`src/rtl/temperature_abnormality_responder_if.sv`:
```
// -----------------------------------------------------------------------------
// temperature_abnormality_responder_if
// Bundles the detector flags, enable and operator acknowledge with the actuator
// drives and status returned by the responder.
//   master : drives enable, lowTempAbnormality, highTempAbnormality, alarmAck;
//            observes heaterOn, coolerOn, alarm, state[2:0], faultCount[7:0]
//   slave  : the responder side of the same signals
// -----------------------------------------------------------------------------
interface temperature_abnormality_responder_if;
   logic       enable;
   logic       lowTempAbnormality;
   logic       highTempAbnormality;
   logic       alarmAck;
   logic       heaterOn;
   logic       coolerOn;
   logic       alarm;
   logic [2:0] state;
   logic [7:0] faultCount;

   modport master (
      output enable, lowTempAbnormality, highTempAbnormality, alarmAck,
      input  heaterOn, coolerOn, alarm, state, faultCount
   );

   modport slave (
      input  enable, lowTempAbnormality, highTempAbnormality, alarmAck,
      output heaterOn, coolerOn, alarm, state, faultCount
   );
endinterface

```
`src/rtl/temperature_abnormality_responder.sv`:
```
// -----------------------------------------------------------------------------
// temperature_abnormality_responder
// Moore FSM that debounces the low/high temperature abnormality flags, drives
// heater/cooler with a cooldown hold, and latches an acknowledged fault on
// contradictory flags.
// Ports:
//   clk  : system clock (rising edge)
//   rst  : synchronous, active-high reset
//   bus  : slave modport of temperature_abnormality_responder_if
//          inputs  enable, lowTempAbnormality, highTempAbnormality, alarmAck
//          outputs heaterOn, coolerOn, alarm, state[2:0], faultCount[7:0]
// Optional feature: define TEMP_RESPONDER_WATCHDOG_EN to add a watchdog that
// forces FAULT when an actuator stays on for WATCHDOG_CYCLES with its flag held.
// -----------------------------------------------------------------------------
module temperature_abnormality_responder #(
   parameter int unsigned DEBOUNCE_CYCLES = 4,
   parameter int unsigned COOLDOWN_CYCLES = 8
`ifdef TEMP_RESPONDER_WATCHDOG_EN
   , parameter int unsigned WATCHDOG_CYCLES = 64
`endif
) (
   input  logic                                clk,
   input  logic                                rst,
   temperature_abnormality_responder_if.slave  bus
);

   localparam int unsigned CNT_W = 8;
   localparam int unsigned FC_W  = 8;

   localparam logic [CNT_W-1:0] DEB_LAST  = CNT_W'(DEBOUNCE_CYCLES - 1);
   localparam logic [CNT_W-1:0] COOL_LAST = CNT_W'(COOLDOWN_CYCLES - 1);
   localparam logic [FC_W-1:0]  FC_MAX    = '1;

   typedef enum logic [2:0] {
      S_IDLE      = 3'd0,
      S_HEAT_PEND = 3'd1,
      S_HEATING   = 3'd2,
      S_COOL_PEND = 3'd3,
      S_COOLING   = 3'd4,
      S_FAULT     = 3'd5
   } state_t;

   state_t           state_q, state_d;
   logic [CNT_W-1:0] cnt_q, cnt_d;
   logic [FC_W-1:0]  fault_cnt_q, fault_cnt_d;
   logic             heater_q, cooler_q, alarm_q;

   logic low, high, both;

`ifdef TEMP_RESPONDER_WATCHDOG_EN
   localparam logic [CNT_W-1:0] WD_LAST = CNT_W'(WATCHDOG_CYCLES - 1);
   logic [CNT_W-1:0] wd_q, wd_d;
`endif

   assign low  = bus.lowTempAbnormality;
   assign high = bus.highTempAbnormality;
   assign both = low & high;

   // Next-state, counter and fault-count computation
   always_comb begin
      state_d     = state_q;
      cnt_d       = cnt_q;
      fault_cnt_d = fault_cnt_q;
`ifdef TEMP_RESPONDER_WATCHDOG_EN
      wd_d        = wd_q;
`endif

      if (state_q != S_FAULT && both) begin
         state_d = S_FAULT;
         cnt_d   = '0;
         if (fault_cnt_q != FC_MAX) fault_cnt_d = fault_cnt_q + FC_W'(1);
      end else if (state_q != S_FAULT && !bus.enable) begin
         state_d = S_IDLE;
         cnt_d   = '0;
      end else begin
         unique case (state_q)
            S_IDLE: begin
               cnt_d = '0;
               if (low) begin
                  state_d = S_HEAT_PEND;
                  cnt_d   = CNT_W'(1);
               end else if (high) begin
                  state_d = S_COOL_PEND;
                  cnt_d   = CNT_W'(1);
               end
            end

            S_HEAT_PEND: begin
               if (!low) begin
                  state_d = S_IDLE;
                  cnt_d   = '0;
               end else if (cnt_q == DEB_LAST) begin
                  state_d = S_HEATING;
                  cnt_d   = '0;
               end else begin
                  cnt_d = cnt_q + CNT_W'(1);
               end
            end

            S_COOL_PEND: begin
               if (!high) begin
                  state_d = S_IDLE;
                  cnt_d   = '0;
               end else if (cnt_q == DEB_LAST) begin
                  state_d = S_COOLING;
                  cnt_d   = '0;
               end else begin
                  cnt_d = cnt_q + CNT_W'(1);
               end
            end

            S_HEATING: begin
               if (low) begin
                  cnt_d = '0;
`ifdef TEMP_RESPONDER_WATCHDOG_EN
                  if (wd_q == WD_LAST) begin
                     state_d = S_FAULT;
                     if (fault_cnt_q != FC_MAX) fault_cnt_d = fault_cnt_q + FC_W'(1);
                  end else begin
                     wd_d = wd_q + CNT_W'(1);
                  end
`endif
               end else if (high) begin
                  // Opposite flag takes over directly; heater drops this edge
                  state_d = S_COOL_PEND;
                  cnt_d   = CNT_W'(1);
               end else if (cnt_q == COOL_LAST) begin
                  state_d = S_IDLE;
                  cnt_d   = '0;
               end else begin
                  cnt_d = cnt_q + CNT_W'(1);
               end
            end

            S_COOLING: begin
               if (high) begin
                  cnt_d = '0;
`ifdef TEMP_RESPONDER_WATCHDOG_EN
                  if (wd_q == WD_LAST) begin
                     state_d = S_FAULT;
                     if (fault_cnt_q != FC_MAX) fault_cnt_d = fault_cnt_q + FC_W'(1);
                  end else begin
                     wd_d = wd_q + CNT_W'(1);
                  end
`endif
               end else if (low) begin
                  state_d = S_HEAT_PEND;
                  cnt_d   = CNT_W'(1);
               end else if (cnt_q == COOL_LAST) begin
                  state_d = S_IDLE;
                  cnt_d   = '0;
               end else begin
                  cnt_d = cnt_q + CNT_W'(1);
               end
            end

            S_FAULT: begin
               cnt_d = '0;
               // Acknowledge only counts with both flags clear; it is not held over
               if (bus.alarmAck && !low && !high) state_d = S_IDLE;
            end

            default: begin
               state_d = S_IDLE;
               cnt_d   = '0;
            end
         endcase
      end

`ifdef TEMP_RESPONDER_WATCHDOG_EN
      // Watchdog only accumulates while the active flag stays high in place
      if (state_d != state_q) wd_d = '0;
      if (!((state_q == S_HEATING && low) || (state_q == S_COOLING && high))) wd_d = '0;
`endif
   end

   // State, counters and outputs; outputs are decoded from the next state
   always_ff @(posedge clk) begin
      if (rst) begin
         state_q     <= S_IDLE;
         cnt_q       <= '0;
         fault_cnt_q <= '0;
         heater_q    <= 1'b0;
         cooler_q    <= 1'b0;
         alarm_q     <= 1'b0;
`ifdef TEMP_RESPONDER_WATCHDOG_EN
         wd_q        <= '0;
`endif
      end else begin
         state_q     <= state_d;
         cnt_q       <= cnt_d;
         fault_cnt_q <= fault_cnt_d;
         heater_q    <= (state_d == S_HEATING);
         cooler_q    <= (state_d == S_COOLING);
         alarm_q     <= (state_d == S_FAULT);
`ifdef TEMP_RESPONDER_WATCHDOG_EN
         wd_q        <= wd_d;
`endif
      end
   end

   assign bus.heaterOn   = heater_q;
   assign bus.coolerOn   = cooler_q;
   assign bus.alarm      = alarm_q;
   assign bus.state      = 3'(state_q);
   assign bus.faultCount = fault_cnt_q;

endmodule

```
`src/flat_wrapper.sv`:
```
// flat-port wrapper written by rule: the top's interface ports become plain ports
module temperature_abnormality_responder_flat 
#(
   parameter int unsigned DEBOUNCE_CYCLES = 4,
   parameter int unsigned COOLDOWN_CYCLES = 8

)
  (clk, rst, bus_enable, bus_lowTempAbnormality, bus_highTempAbnormality, bus_alarmAck, bus_heaterOn, bus_coolerOn, bus_alarm, bus_state, bus_faultCount);
  temperature_abnormality_responder_if bus_i ();
  input  logic clk;
  input  logic rst;
  input wire logic [$bits(bus_i.enable)-1:0] bus_enable;
  input wire logic [$bits(bus_i.lowTempAbnormality)-1:0] bus_lowTempAbnormality;
  input wire logic [$bits(bus_i.highTempAbnormality)-1:0] bus_highTempAbnormality;
  input wire logic [$bits(bus_i.alarmAck)-1:0] bus_alarmAck;
  output wire logic [$bits(bus_i.heaterOn)-1:0] bus_heaterOn;
  output wire logic [$bits(bus_i.coolerOn)-1:0] bus_coolerOn;
  output wire logic [$bits(bus_i.alarm)-1:0] bus_alarm;
  output wire logic [$bits(bus_i.state)-1:0] bus_state;
  output wire logic [$bits(bus_i.faultCount)-1:0] bus_faultCount;
  assign bus_i.enable = bus_enable;
  assign bus_i.lowTempAbnormality = bus_lowTempAbnormality;
  assign bus_i.highTempAbnormality = bus_highTempAbnormality;
  assign bus_i.alarmAck = bus_alarmAck;
  assign bus_heaterOn = bus_i.heaterOn;
  assign bus_coolerOn = bus_i.coolerOn;
  assign bus_alarm = bus_i.alarm;
  assign bus_state = bus_i.state;
  assign bus_faultCount = bus_i.faultCount;
  temperature_abnormality_responder #(.DEBOUNCE_CYCLES(DEBOUNCE_CYCLES), .COOLDOWN_CYCLES(COOLDOWN_CYCLES)) u_core (.clk(clk), .rst(rst), .bus(bus_i));
endmodule
```
`config.mk`:
```
export PLATFORM = sky130hd
export DESIGN_NAME = temperature_abnormality_responder_flat
export DESIGN_NICKNAME = d
export VERILOG_FILES = /design/src/rtl/temperature_abnormality_responder_if.sv /design/src/rtl/temperature_abnormality_responder.sv /design/src/flat_wrapper.sv
export SDC_FILE = /design/constraint.sdc
export NUM_CORES = 1
export LEC_CHECK = 0
export CORE_MARGIN = 2
export CORE_UTILIZATION = 30
export CTS_CLUSTER_SIZE = 12
export DETAILED_ROUTE_END_ITERATION = 12
export PLACE_DENSITY_LB_ADDON = 0.1
export SETUP_SLACK_MARGIN = 0.5
export SYNTH_ARGS = -nofsm -noshare
export SYNTH_HDL_FRONTEND = slang
export SYNTH_SLANG_ARGS = --single-unit
```
`constraint.sdc`:
```
create_clock -name clk -period 5 [get_ports clk]
set_input_delay 1 -clock clk [delete_from_list [all_inputs] [get_ports clk]]
set_output_delay 1 -clock clk [all_outputs]
set_load 0.005 [all_outputs]
```
### Word level (Yosys, flattened, before mapping)

Cells that the tools add are included.

| storage, ports and cells | value |
|---|---|
| bits in registers | 22 |
| input port bits | 6 |
| output and inout bits | 14 |
| word-level logic and storage cells | 57 |

| cells by class | value |
|---|---|
| add/subtract/negate cells | 2 |
| eq/ne operators | 12 |
| multiplexer cells | 26 |
| bitwise operators | 1 |
| reductions and logical operators | 10 |

Operators by type and width:

| kind | number |
|---|---|
| two-way mux 8 bit | 9 |
| two-way mux 3 bit | 14 |
| one-hot mux 8 bit (5 select lines) | 1 |
| one-hot mux 3 bit (6 select lines) | 1 |
| adder 8 x 1 -> 8 bit, second input constant | 2 |
| equality test 3 bit, second input constant | 4 |
| equality test 3 x 2 -> 1 bit, second input constant | 3 |
| equality test 8 x 2 -> 1 bit, second input constant | 1 |
| equality test 8 x 3 -> 1 bit, second input constant | 1 |
| != test 8 bit, second input constant | 1 |
| logical AND 1 bit | 4 |
| equality test 3 x 1 -> 1 bit, second input constant | 1 |
| logical NOT 1 bit | 3 |
| logical NOT 3 bit | 1 |
| != test 3 bit, second input constant | 1 |
| OR reduction 3 bit | 1 |
| AND reduction 2 bit | 1 |
| AND 1 bit | 1 |
| two-way mux 1 bit | 1 |

### Logic depth before layout (Yosys ltp)

Gate-level depths: netlist (run 1).

| depth | value |
|---|---|
| word-level depth | 8 |
| mapped depth | 6 |

### Least setup slack after synthesis (run 1)

Ideal clock, no wire load.

| timing | value |
|---|---|
| path kind | input to register |
| start | input bus_lowTempAbnormality |
| end | register u_core.heater_q (netlist: u_core.bus.heaterOn) |
| setup time | 0.073 ns |
| arrival | 2.249 ns |
| required time | 4.927 ns |
| setup slack | 2.678 ns |
| cell stages on the path | 6 |
| cell sequence | clkbuf_1 -> nor2_1 -> a221oi_1 -> o2bb2ai_1 -> or4b_4 -> nor3b_2 |

| between the ends | value |
|---|---|
| cells in the longest elaborated chain, start to end | 8 |

RTL lines:

| item | line | text |
|---|---|---|
| start: declaration | flat_wrapper.sv:13 | `input wire logic [$bits(bus_i.lowTempAbnormality)-1:0] bus_lowTempAbnormality;` |
| logical NOT 1 bit | n/a |  |
| logical AND 1 bit (2 in series) | temperature_abnormality_responder.sv:160 | `if (bus.alarmAck && !low && !high) state_d = S_IDLE;` |
| two-way mux 3 bit | temperature_abnormality_responder.sv:160 |  |
| one-hot mux 3 bit (6 select lines) | temperature_abnormality_responder.sv:76 | `unique case (state_q)` |
| two-way mux 3 bit | temperature_abnormality_responder.sv:72 | `end else if (state_q != S_FAULT && !bus.enable) begin` |
| two-way mux 3 bit * | temperature_abnormality_responder.sv:68 | `if (state_q != S_FAULT && both) begin` |
| equality test 3 x 2 -> 1 bit * | temperature_abnormality_responder.sv:193 | `heater_q <= (state_d == S_HEATING);` |
| end signal: assignment | temperature_abnormality_responder.sv:193 |  |
| end: declaration | temperature_abnormality_responder.sv:46 | `logic heater_q, cooler_q, alarm_q;` |

Mark *: on every way between the ends. The rest lies on a longest branch, timed or not.
A chain may end at the register's enable or synchronous reset.

### Worst setup path in the final report (run 1)

Ends and elaborated chain as after synthesis.

==> results of run 1 <==
==> sequential cells by signal, summed over array words and instances (netlist names) <==
signal                 flops
u_core.bus.faultCount      8
u_core.cnt_q               8
u_core.bus.state           3
u_core.bus.alarm           1
u_core.bus.coolerOn        1
u_core.bus.heaterOn        1
==> cells in the final DEF (no fill, tap or decap) <==
cell type	instances
sky130_fd_sc_hd__or4_4	1
sky130_fd_sc_hd__or4b_4	1
sky130_fd_sc_hd__o2bb2ai_1	1
sky130_fd_sc_hd__o32a_1	1
sky130_fd_sc_hd__a21oi_1	11
sky130_fd_sc_hd__nand3b_1	1
sky130_fd_sc_hd__nor2_1	22
sky130_fd_sc_hd__and4b_1	1
sky130_fd_sc_hd__a32o_1	1
sky130_fd_sc_hd__nand2b_1	5
sky130_fd_sc_hd__nand4_1	3
sky130_fd_sc_hd__nor3b_2	1
sky130_fd_sc_hd__nor3_2	1
sky130_fd_sc_hd__a221oi_1	2
sky130_fd_sc_hd__a211oi_1	3
sky130_fd_sc_hd__mux2_2	1
sky130_fd_sc_hd__nand2_1	6
sky130_fd_sc_hd__o32ai_1	1
sky130_fd_sc_hd__nor4b_1	3
sky130_fd_sc_hd__o21ai_0	6
sky130_fd_sc_hd__nor3_4	1
sky130_fd_sc_hd__nor3_1	2
sky130_fd_sc_hd__and3_1	5
sky130_fd_sc_hd__xor2_1	7
sky130_fd_sc_hd__dfxtp_1	22
sky130_fd_sc_hd__ha_1	3
sky130_fd_sc_hd__nor2b_1	6
sky130_fd_sc_hd__nor3b_1	1
sky130_fd_sc_hd__clkdlybuf4s50_1	19
sky130_fd_sc_hd__clkbuf_8	3
sky130_fd_sc_hd__a21o_1	2
sky130_fd_sc_hd__xnor2_1	5
sky130_fd_sc_hd__nand3_1	7
sky130_fd_sc_hd__and2_1	4
sky130_fd_sc_hd__mux2_1	1
sky130_fd_sc_hd__nand4b_1	1
sky130_fd_sc_hd__inv_1	2
sky130_fd_sc_hd__nor4_1	2
==> path summary, 6_finish.rpt <==
check                           cells past startpoint                               endpoint  slack [ns]
worst min-delay path                                2  u_core.bus.faultCount[1]$_SDFFE_PP0P_        0.52
worst min register to register                      2  u_core.bus.faultCount[1]$_SDFFE_PP0P_        0.52
worst max register to register                      4         u_core.bus.heaterOn$_SDFF_PP0_        2.93
worst max-delay path                                6         u_core.bus.heaterOn$_SDFF_PP0_        2.26
==> cell families (layout without fill, tap and decap cells) <==
kind of cell,Yosys count,count (layout),synth area share
compound gates,28,28,0.143
xor+xnor,12,12,0.0844
fa+ha+maj,3,3,0.0302
buf+inv,8,24,0.0251
flops,22,22,0.354
mux,2,2,0.0181
simple gates,74,74,0.346
==> worst reg2reg max path: stages (launching register included) <==
cell,delay [ns]
sky130_fd_sc_hd__dfxtp_1,0.53
sky130_fd_sc_hd__nor2b_1,0.47
sky130_fd_sc_hd__a21oi_1,0.29
sky130_fd_sc_hd__or4b_4,0.56
sky130_fd_sc_hd__nor3b_2,0.16
==> stage by stage <==
step	power, uW	setup slack [ns]	area (um^2)
final	333	2.26	1520
after global placement	233	2.06	1470
after global routing	355	2.08	1520
after CTS	341	2.26	1520
after detailed placement	233	2.00	1470
after floorplan	216	2.68	1240
==> cells in the mapped netlist, types with 2 or more instances <==
cell / instances / area [um^2]
sky130_fd_sc_hd__nand3_1: 7 / 35.0
sky130_fd_sc_hd__nor2b_1: 6 / 37.5
sky130_fd_sc_hd__xnor2_1: 5 / 43.8
sky130_fd_sc_hd__ha_1: 3 / 37.5
sky130_fd_sc_hd__a21o_1: 2 / 15.0
sky130_fd_sc_hd__a21oi_1: 11 / 55.1
sky130_fd_sc_hd__dfxtp_1: 22 / 440
sky130_fd_sc_hd__nor2_1: 22 / 82.6
sky130_fd_sc_hd__o21ai_0: 6 / 30.0
sky130_fd_sc_hd__xor2_1: 7 / 61.3
sky130_fd_sc_hd__inv_1: 2 / 7.51
sky130_fd_sc_hd__a211oi_1: 3 / 22.5
sky130_fd_sc_hd__nand2_1: 6 / 22.5
sky130_fd_sc_hd__clkbuf_1: 5 / 18.8
sky130_fd_sc_hd__a221oi_1: 2 / 17.5
sky130_fd_sc_hd__nand2b_1: 5 / 31.3
sky130_fd_sc_hd__nand4_1: 3 / 18.8
sky130_fd_sc_hd__and3_1: 5 / 31.3
sky130_fd_sc_hd__nor4b_1: 3 / 26.3
sky130_fd_sc_hd__nor4_1: 2 / 12.5
sky130_fd_sc_hd__and2_1: 4 / 25.0
sky130_fd_sc_hd__nor3_1: 2 / 10.0
==> power groups by stage <==
stage | logic [uW] | clock network, uW | registers, uW
detailed placement | 43.3 | 0 | 189
global route | 49.2 | 120 | 186
CTS | 43.7 | 112 | 185
global placement | 43.6 | 0 | 189
finish | 43.3 | 104 | 185
floorplan | 30.3 | 0 | 186
==> cell type report <==
cell class / count / area share
repair buffers: 19 / 0.126
inverters: 2 / 0.00495
multi-input cells: 119 / 0.510
well taps: 50 / 0.0413
flip-flops and latches: 22 / 0.291
clock buffers: 3 / 0.0273
==> per-layer routing <==
metal,track usage,vias to the layer above,routed length [um]
met4,0.0525,0,25
met5,0,-,0
met3,0.0214,2,100
li1,-,567,-
met2,0.213,22,1220
met1,0.185,510,1320
==> results.txt, run 1 <==
----------------------------------------------------
[Outcome]
  Result of the run ... completed

[Finish]
  Area occupied by multi-input gates ... 773 um^2
  Layout overhead on the synthesized area ... 21.7%
  Layout cell share with drive strength beyond 1 ... 0.0545
  Final Net Count ... 176
  Register area ... 440 um^2
  Diodes inserted ... 0
  Final cell utilization of the core ... 0.379
  Fill count ... 411
  Cell Count, Final, Fillers Out ... 215

[Power]
  Part of the power in registers ... 0.557
  Clock network fraction of total power ... 0.313
  Areal power density over the cells ... 220 nW/um^2
  Combinational power share ... 0.130
  Worst vdd rail ir drop ... between 60 and 70 uV
  Cell-internal power ... 254 uW
  Switching Power ... 78.5 uW
  Leakage power summed over all cells ... 0.000531 uW
  Switching share of power ... 0.236

[Global route]
  First-pass GRT wire length ... between 4000 and 5000 um
  Pin count of the biggest net entering global routing ... 17
  Antenna violations before repair ... 0
  GRT Total Usage ... 0.136
  Number of global-route vias before repair ... 1064
  GRT Residual Overflow ... 0

[Setup path]
  Startpoint of the lowest-slack register-to-register path ... u_core.bus.state[2]$_SDFF_PP0_
  Buffers & Inverters on Critical Path ... 1
  Startpoint of the worst setup timing path ... bus_lowTempAbnormality
  Data arrival time of the worst path ... 2.92 ns
  Critical-path cell list ... clkdlybuf4s50_1, nor2b_1, o21ai_0, o2bb2ai_1, or4b_4, nor3b_2
  Critical-path maximum fanout ... 11
  Required @ worst endpoint ... 5.19 ns
  Crit. End Element ... flop
  Worst setup path class ... in -> reg
  Standard cell with the maximum stage delay on the critical path ... sky130_fd_sc_hd__clkdlybuf4s50_1
  Kind of start point of the critical path ... input pin
  Worst stage delay on the critical path ... 0.59 ns
  Kind of cell adding the most delay to the critical path ... simple AND/OR/NAND/NOR gates

[Die]
  Row count ... 23
  Core area ... approximately 4000 um^2
  Die area ... about 4700 um^2
  Effective utilization at floorplan ... 0.311
  Vertical die dimension ... 68.4 um
  IO Pins ... 20
  Die outline width ... 68.4 um

[Clock tree]
  Total number of clock tree sinks ... 22
  TritonCTS clock tree ... done
  Postcts setup bufs ... 0
  Clock-pin slew on the worst setup and hold paths ... 0.07 ns
  Number of buffers between clock root and the deepest sink ... 2
  Post-cts sizing count ... 0
  H-tree depth ... 1
  Num CTS Buffers ... 3
  Hold buffer count at cts ... 0
  Root Buffer ... sky130_fd_sc_hd__clkbuf_8
  Insertion delay of the later-clocked pin in the worst-skew pair ... 0.25 ns

[Synthesis]
  Mean instance size in the synthesized netlist ... between 8 and 9 um^2
  Number of standard cells after synthesis ... 149
  Register bit total from synthesis ... 22
  Most common flop cell mapped by yosys ... sky130_fd_sc_hd__dfxtp_1
  Netlist area before placement ... between 1000 and 1500 um^2
  Number of enable-type register cells in the synthesized netlist ... 0
  Syn nets ... 158
  YS warnings ... 0
  Distinct cell type count after synthesis ... 38
  Synth async-reset ratio ... 0
  Portion of the post-synthesis area used by sequential elements ... 0.354

[Route]
  Per-cell via count in the routed design ... between 5 and 6
  Vias ... 1101
  Number of nets with antenna violations after detailed routing ... 0
  Total DRC errors in the routed layout ... 0
  DR iter-0 viols ... ~130
  Number of optimization iterations in the first detailed-route pass ... 4
  Per-cell routed wire length ... 12.4 um
  Wirelength, routed ... 2670 um

[STA]
  Slew margin rel. ... 0.647
  RSZ-0062 raised after global routing ... no
  Final setup violation count ... 0
  Final critical-path share of the clock period ... 0.547
  Worst slack on hold paths ... roughly 0.52 ns
  Hold Fails Final Rpt ... 0
  Final setup skew ... 0.00509 ns
  Fin crit period ... 2.74 ns
  TNS Setup ... 0 ns
  Worst-Margin Slew ... 0.530 ns
  Timing-limited maximum frequency ... 0.365 GHz
  Final Slew Violations ... 0

[Place]
  Count of input and output buffers ... 19
  Final weighted congestion in routability-driven placement ... 0.779
  Number of cells in the design after placement ... between 200 and 250
  DP Wirelength ... 2000 um

[Hold path]
  Hold Crit Start ... u_core.bus.faultCount[1]$_SDFFE_PP0P_
  Class of the tightest hold or removal check ... reg -> reg

[Flow run]
  Max Cap Viol ... 0

----------------------------------------------------
Note: power is estimated with default switching activity, not from simulation.
==> run 2, diff against run 1 <==
- clock period: 5 -> 2.65 ns (I/O delays scaled with it)
==> run 2 against run 1 <==
Against the previous run: die area is the same; design area grew 2.1%; count of clock-buffer cells in the layout is the same; critical path depth shrank 1; clock skew shrank 0.0037 ns; total power grew 93%; register-to-register slack lost 2.3 ns; first-iteration DRC count shrank 57%; utilization grew 0.81 points.
==> results.txt, run 2 (synthesis results as in run 1) <==
----------------------------------------------------
[Clock tree]
  Num CTS Buffers ... 3 (unchanged)
  Total number of clock tree sinks ... 22 (unchanged)
  H-tree depth ... 1 (unchanged)
  Postcts setup bufs ... 0 (unchanged)
  Number of buffers between clock root and the deepest sink ... 2 (unchanged)
  TritonCTS clock tree ... done
  Clock-pin slew on the worst setup and hold paths ... 0.08 ns (about the same)
  Insertion delay of the later-clocked pin in the worst-skew pair ... 0.26 ns (about the same)
  Root Buffer ... sky130_fd_sc_hd__clkbuf_8
  Hold buffer count at cts ... 0 (unchanged)
  Post-cts sizing count ... 2 (+2)

[Global route]
  GRT Residual Overflow ... 0 (unchanged)
  Pin count of the biggest net entering global routing ... 17 (unchanged)
  First-pass GRT wire length ... 4730 um (-3.3%)
  Number of global-route vias before repair ... 1085 (+2.0%)
  Antenna violations before repair ... 0 (unchanged)
  GRT Total Usage ... 0.134 (-0.00171)

[Power]
  Areal power density over the cells ... 414 nW/um^2 (+89%)
  Leakage power summed over all cells ... 0.000558 uW (+5.0%)
  Worst vdd rail ir drop ... 140 uV (+120%)

[STA]
  Minimum setup slack in the final design ... 0.602 ns (-1.66 ns)
  TNS Setup ... 0 ns (unchanged)
  Final setup violation count ... 0 (unchanged)
  Slew margin rel. ... 0.705 (+0.0581)
  Final critical-path share of the clock period ... 0.773
  Final Slew Violations ... 0 (unchanged)
  Timing-limited maximum frequency ... 0.488 GHz
  Fin crit period ... 2.05 ns
  Final setup skew ... 0.00136 ns (-0.00373 ns)
  Hold Fails Final Rpt ... 0 (unchanged)
  RSZ-0062 raised after global routing ... yes
  Worst-Margin Slew ... 0.442 ns (-0.0878 ns)

[Setup path]
  Kind of start point of the critical path ... flop
  Crit. End Element ... flop
  Worst setup path class ... reg -> reg
  Critical-path maximum fanout ... 4 (-7)
  Required @ worst endpoint ... 2.84 ns (-2.35 ns)
  Data arrival time of the worst path ... 2.24 ns (-0.68 ns)

[Die]
  IO Pins ... 20 (unchanged)
  Die outline width ... 68.4 um (unchanged)
  Vertical die dimension ... 68.4 um (unchanged)
  Core area ... 4000 um^2 (unchanged)
  Row count ... 23 (unchanged)
  Effective utilization at floorplan ... 0.311 (unchanged)
  Die area ... 4680 um^2 (unchanged)

[Hold path]
  Class of the tightest hold or removal check ... reg -> reg

[Place]
  Final weighted congestion in routability-driven placement ... 0.785 (+0.67%)
  Count of input and output buffers ... 19 (unchanged)
  Post-detailed-placement cell area ... 1500 um^2 (+1.5%)
  Worst slack, placed ... 0.147 ns (-1.85 ns)
  DP Wirelength ... 2070 um (+3.4%)

[Route]
  DR iter-0 viols ... 57 (-57%)
  Wirelength, routed ... 2810 um (+5.4%)
  Per-cell via count in the routed design ... 5.23 (+2.1%)
  Per-cell routed wire length ... 12.9 um (+4.0%)
  Total DRC errors in the routed layout ... 0 (unchanged)
  Number of optimization iterations in the first detailed-route pass ... 4 (unchanged)
  Vias ... 1140 (+3.5%)
  Number of nets with antenna violations after detailed routing ... 0 (unchanged)

[Finish]
  Diodes inserted ... 0 (unchanged)
  Most frequent cells in the layout ... sky130_fd_sc_hd__nor2_1, sky130_fd_sc_hd__dfxtp_1, sky130_fd_sc_hd__clkdlybuf4s50_1
  Most common library cell in the layout ignoring fill and taps ... sky130_fd_sc_hd__nor2_1
  Fill count ... 418 (+1.7%)
  Final Net Count ... 179 (+1.7%)
  Post-layout instance area ... 1550 um^2 (+2.1%)
  Layout cell share with drive strength beyond 1 ... 0.0893 (+0.0347)
  Layout overhead on the synthesized area ... 24.3%

[Flow run]
  Max Cap Viol ... 0 (unchanged)

[Outcome]
  Result of the run ... completed

----------------------------------------------------
run 2: layout make-up:
cell class	instances	area, um^2	share of cell area
multi-input cells	119	781	0.504
clock buffers	3	41.3	0.0267
well taps	50	62.6	0.0404
flip-flops and latches	22	442	0.285
inverters	2	7.51	0.00485
repair buffers	22	214	0.138
run 2: final timing paths:
kind | slack, ns | start | depth (start not counted) | endpoint
worst min-delay path | 0.52 | u_core.bus.faultCount[1]$_SDFFE_PP0P_ | 2 | u_core.bus.faultCount[1]$_SDFFE_PP0P_
worst min register to register | 0.52 | u_core.bus.faultCount[1]$_SDFFE_PP0P_ | 2 | u_core.bus.faultCount[1]$_SDFFE_PP0P_
worst max-delay path | 0.60 | u_core.cnt_q[5]$_SDFF_PP0_ | 5 | u_core.bus.heaterOn$_SDFF_PP0_
worst max register to register | 0.60 | u_core.cnt_q[5]$_SDFF_PP0_ | 5 | u_core.bus.heaterOn$_SDFF_PP0_
run 2: worst max-delay path, cell delays in order (launching register included):
cell and delay (ns):
sky130_fd_sc_hd__dfxtp_1 0.35, sky130_fd_sc_hd__or4_4 0.56, sky130_fd_sc_hd__nor3_4 0.23, sky130_fd_sc_hd__o2bb2ai_1 0.14, sky130_fd_sc_hd__or4b_4 0.54, sky130_fd_sc_hd__nor3b_2 0.16
run 2: power by group:
part           internal, uW  total (uW)  switching, uW
registers               337         350           13.1
clock network           101         203            102
logic                  44.3        87.2           42.8
total                   483         641            158
run 2: through the flow:
step                hold slack [ns]  total power [uW]  utilization  instances
global route                  0.572               678        0.387        218
CTS                           0.523               651        0.384        218
global placement              0.496               444        0.374        215
floorplan                     0.492               408            -        149
finish                        0.520               641        0.387        218
detailed placement            0.514               444        0.374        215
run 2: layer usage:
layer | GRT usage | part of all wire | vias to the layer above
li1 | - | - | 570
met1 | 0.169 | 0.47 | 534
met2 | 0.214 | 0.46 | 32
met3 | 0.0263 | 0.046 | 4
met4 | 0.0700 | 0.018 | 0
met5 | 0 | 0 | -
==> run 3, diff against run 2 <==
- clock period: 2.65 -> 1.7 ns (I/O delays scaled with it)
==> run 3 against run 2 <==
Against the previous run: the flow now finishes with violations (negative setup slack); worst setup slack got worse by 0.83 ns; sequential cell count unchanged; fmax up 6.1%; sequential power rose by 53%; count of clock-buffer cells in the layout is 1 higher; combinational power increased to 2.8 times the previous value; via count up 16%; utilization is 14 points higher; global-route usage grew 2.8 points; highest routed layer unchanged.
==> results.txt, run 3 (synthesis results as in run 1) <==
----------------------------------------------------
[STA]
  Hold Fails Final Rpt ... 0 (unchanged)
  RSZ-0062 raised after global routing ... yes
  Final setup violation count ... 13 (+13)
  Minimum setup slack in the final design ... -0.231 ns (-0.833 ns)
  Slew margin rel. ... 0.773 (+0.0682)
  Worst-Margin Slew ... 0.340 ns (-0.102 ns)
  Timing-limited maximum frequency ... 0.518 GHz (+6.1%)
  Worst slack on hold paths ... 0.539 ns (+0.0187 ns)
  Final critical-path share of the clock period ... 1.14 (+0.363)
  Final setup skew ... 0.00147 ns (+0.000109 ns)
  Fin crit period ... 1.93 ns (-0.117 ns)
  Final Slew Violations ... 0 (unchanged)

[Die]
  Die outline width ... 68.4 um (unchanged)
  Row count ... 23 (unchanged)
  Effective utilization at floorplan ... 0.311 (unchanged)
  Die area ... 4680 um^2 (unchanged)
  Core area ... 4000 um^2 (unchanged)
  IO Pins ... 20 (unchanged)
  Vertical die dimension ... 68.4 um (unchanged)

[Global route]
  Pin count of the biggest net entering global routing ... 13 (-4)
  First-pass GRT wire length ... 5730 um (+21%)
  Number of global-route vias before repair ... 1282 (+18%)
  Antenna violations before repair ... 0 (unchanged)
  GRT Total Usage ... 0.162 (+0.0280)
  GRT Residual Overflow ... 0 (unchanged)

[Route]
  Wirelength, routed ... 3440 um (+22%)
  DR iter-0 viols ... 70 (+23%)
  Per-cell routed wire length ... 12.9 um (-0.30%)
  Number of optimization iterations in the first detailed-route pass ... 4 (unchanged)
  Total DRC errors in the routed layout ... 0 (unchanged)
  Number of nets with antenna violations after detailed routing ... 0 (unchanged)
  Vias ... 1317 (+16%)
  Per-cell via count in the routed design ... 4.93 (-5.7%)

[Setup path]
  Kind of cell adding the most delay to the critical path ... simple AND/OR/NAND/NOR gates
  Required @ worst endpoint ... 1.85 ns (-0.99 ns)
  Kind of start point of the critical path ... flop
  Buffers & Inverters on Critical Path ... 1 (+1)
  Critical-path maximum fanout ... 3 (-1)
  Worst setup path class ... reg -> reg
  Startpoint of the worst setup timing path ... u_core.cnt_q[4]$_SDFF_PP0_
  Startpoint of the lowest-slack register-to-register path ... u_core.cnt_q[4]$_SDFF_PP0_
  Worst stage delay on the critical path ... 0.55 ns (about the same)
  Data arrival time of the worst path ... 2.08 ns (-0.16 ns)
  Standard cell with the maximum stage delay on the critical path ... sky130_fd_sc_hd__or4_4
  Crit. End Element ... flop
  Critical-path cell list ... or4_4, nor3_4, buf_4, mux2_1, a21oi_2, nor4b_1

[Finish]
  Most common library cell in the layout ignoring fill and taps ... sky130_fd_sc_hd__buf_4
  Fill count ... 367 (-12%)
  Layout cell share with drive strength beyond 1 ... 0.438 (+0.349)
  Register area ... 458 um^2 (+3.7%)
  Layout overhead on the synthesized area ... 69.8%
  Diodes inserted ... 0 (unchanged)
  Most frequent cells in the layout ... sky130_fd_sc_hd__buf_4, sky130_fd_sc_hd__nor2_1, sky130_fd_sc_hd__buf_6
  Area occupied by multi-input gates ... 900 um^2 (+15%)
  Cell Count, Final, Fillers Out ... 267 (+22%)
  Final Net Count ... 227 (+27%)
  Final cell utilization of the core ... 0.529 (+0.142)

[Place]
  Number of cells in the design after placement ... 246 (+14%)
  Worst slack, placed ... -0.382 ns (-0.529 ns)
  DP Wirelength ... 2410 um (+17%)
  Count of input and output buffers ... 19 (unchanged)
  Final weighted congestion in routability-driven placement ... 0.856 (+9.2%)

[Clock tree]
  H-tree depth ... 1 (unchanged)
  Hold buffer count at cts ... 0 (unchanged)
  Root Buffer ... sky130_fd_sc_hd__clkbuf_8
  Number of buffers between clock root and the deepest sink ... 2 (unchanged)
  Clock-pin slew on the worst setup and hold paths ... 0.08 ns (about the same)
  Num CTS Buffers ... 3 (unchanged)
  Total number of clock tree sinks ... 22 (unchanged)
  TritonCTS clock tree ... done
  Insertion delay of the later-clocked pin in the worst-skew pair ... 0.26 ns (about the same)

[Flow run]
  Max Cap Viol ... 0 (unchanged)

[Outcome]
  Violations in the final reports ... negative setup slack
  Result of the run ... finished with violations

[Hold path]
  Class of the tightest hold or removal check ... reg -> reg
  Hold Crit Start ... u_core.cnt_q[4]$_SDFF_PP0_

[Power]
  Leakage power summed over all cells ... 0.000853 uW (+53%)
  Worst vdd rail ir drop ... 294 uV (+110%)
  Areal power density over the cells ... 543 nW/um^2 (+31%)

----------------------------------------------------
==> run 3: changes by cell type in the layout (fill, tap and decap cells not counted), moves of 3 or more <==
cell / before / now
sky130_fd_sc_hd__dfxtp_1: 21 / 10
sky130_fd_sc_hd__buf_6: 0 / 13
sky130_fd_sc_hd__a21oi_2: 0 / 3
sky130_fd_sc_hd__clkdlybuf4s50_1: 17 / 7
sky130_fd_sc_hd__dfxtp_2: 1 / 11
sky130_fd_sc_hd__dlygate4sd2_1: 1 / 4
sky130_fd_sc_hd__a21oi_1: 11 / 7
sky130_fd_sc_hd__buf_4: 3 / 39
==> run 3: cell type report <==
cell class / count / area share
multi-input cells: 119 / 0.425
repair buffers: 70 / 0.299
flip-flops and latches: 22 / 0.217
well taps: 50 / 0.0296
clock buffers: 4 / 0.0260
inverters: 2 / 0.00355
==> run 3: worst register-to-register path, delay by kind of cell (launching register included) <==
| family | cells | cell delay, ns |
|---|---|---|
| AND/OR/NAND/NOR | 3 | 0.80 |
| flip-flops | 1 | 0.34 |
| multiplexers | 1 | 0.33 |
| AO/OA/AOI/OAI | 1 | 0.20 |
| buffers and inverters | 1 | 0.16 |
==> run 3: final timing paths <==
| kind | end | slack, ns | cells after the start |
|---|---|---|---|
| max | u_core.bus.state[1]$_SDFF_PP0_ | -0.23 | 6 |
| min | u_core.cnt_q[4]$_SDFF_PP0_ | 0.54 | 2 |
| max reg2reg | u_core.bus.state[1]$_SDFF_PP0_ | -0.23 | 6 |
| min reg2reg | u_core.cnt_q[4]$_SDFF_PP0_ | 0.54 | 2 |
==> run 3: metrics by stage <==
| step | total power (uW) | TNS (ns) | area [um^2] |
|---|---|---|---|
| global route | 1210 | -2.73 | 2110 |
| finish | 1150 | -1.97 | 2110 |
| detailed placement | 748 | -5.35 | 1840 |
| floorplan | 657 | -0.321 | 1380 |
| global placement | 746 | -4.76 | 1840 |
| CTS | 1150 | -1.88 | 2060 |
==> run 3: per-layer routing <==
layer | share of wire | wire length (um) | GRT usage | vias up
li1 | - | - | - | 674
met1 | 0.47 | 1610 | 0.213 | 606
met2 | 0.48 | 1650 | 0.270 | 35
met3 | 0.042 | 144 | 0.0214 | 2
met4 | 0.0073 | 25 | 0.0525 | 0
met5 | 0 | 0 | 0 | -
==> run 3: report_power, final <==
part | switching, uW | internal (uW) | total [uW]
clock network | 165 | 206 | 371
registers | 10.4 | 526 | 536
logic | 106 | 135 | 241
==> run 3: what timing repair did <==
action                     4_1_cts  5_1_grt
pin swaps                        3        7
setup endpoints to repair       36       32
resized for setup               47       10
buffers inserted                13        4
gates cloned                     0        0
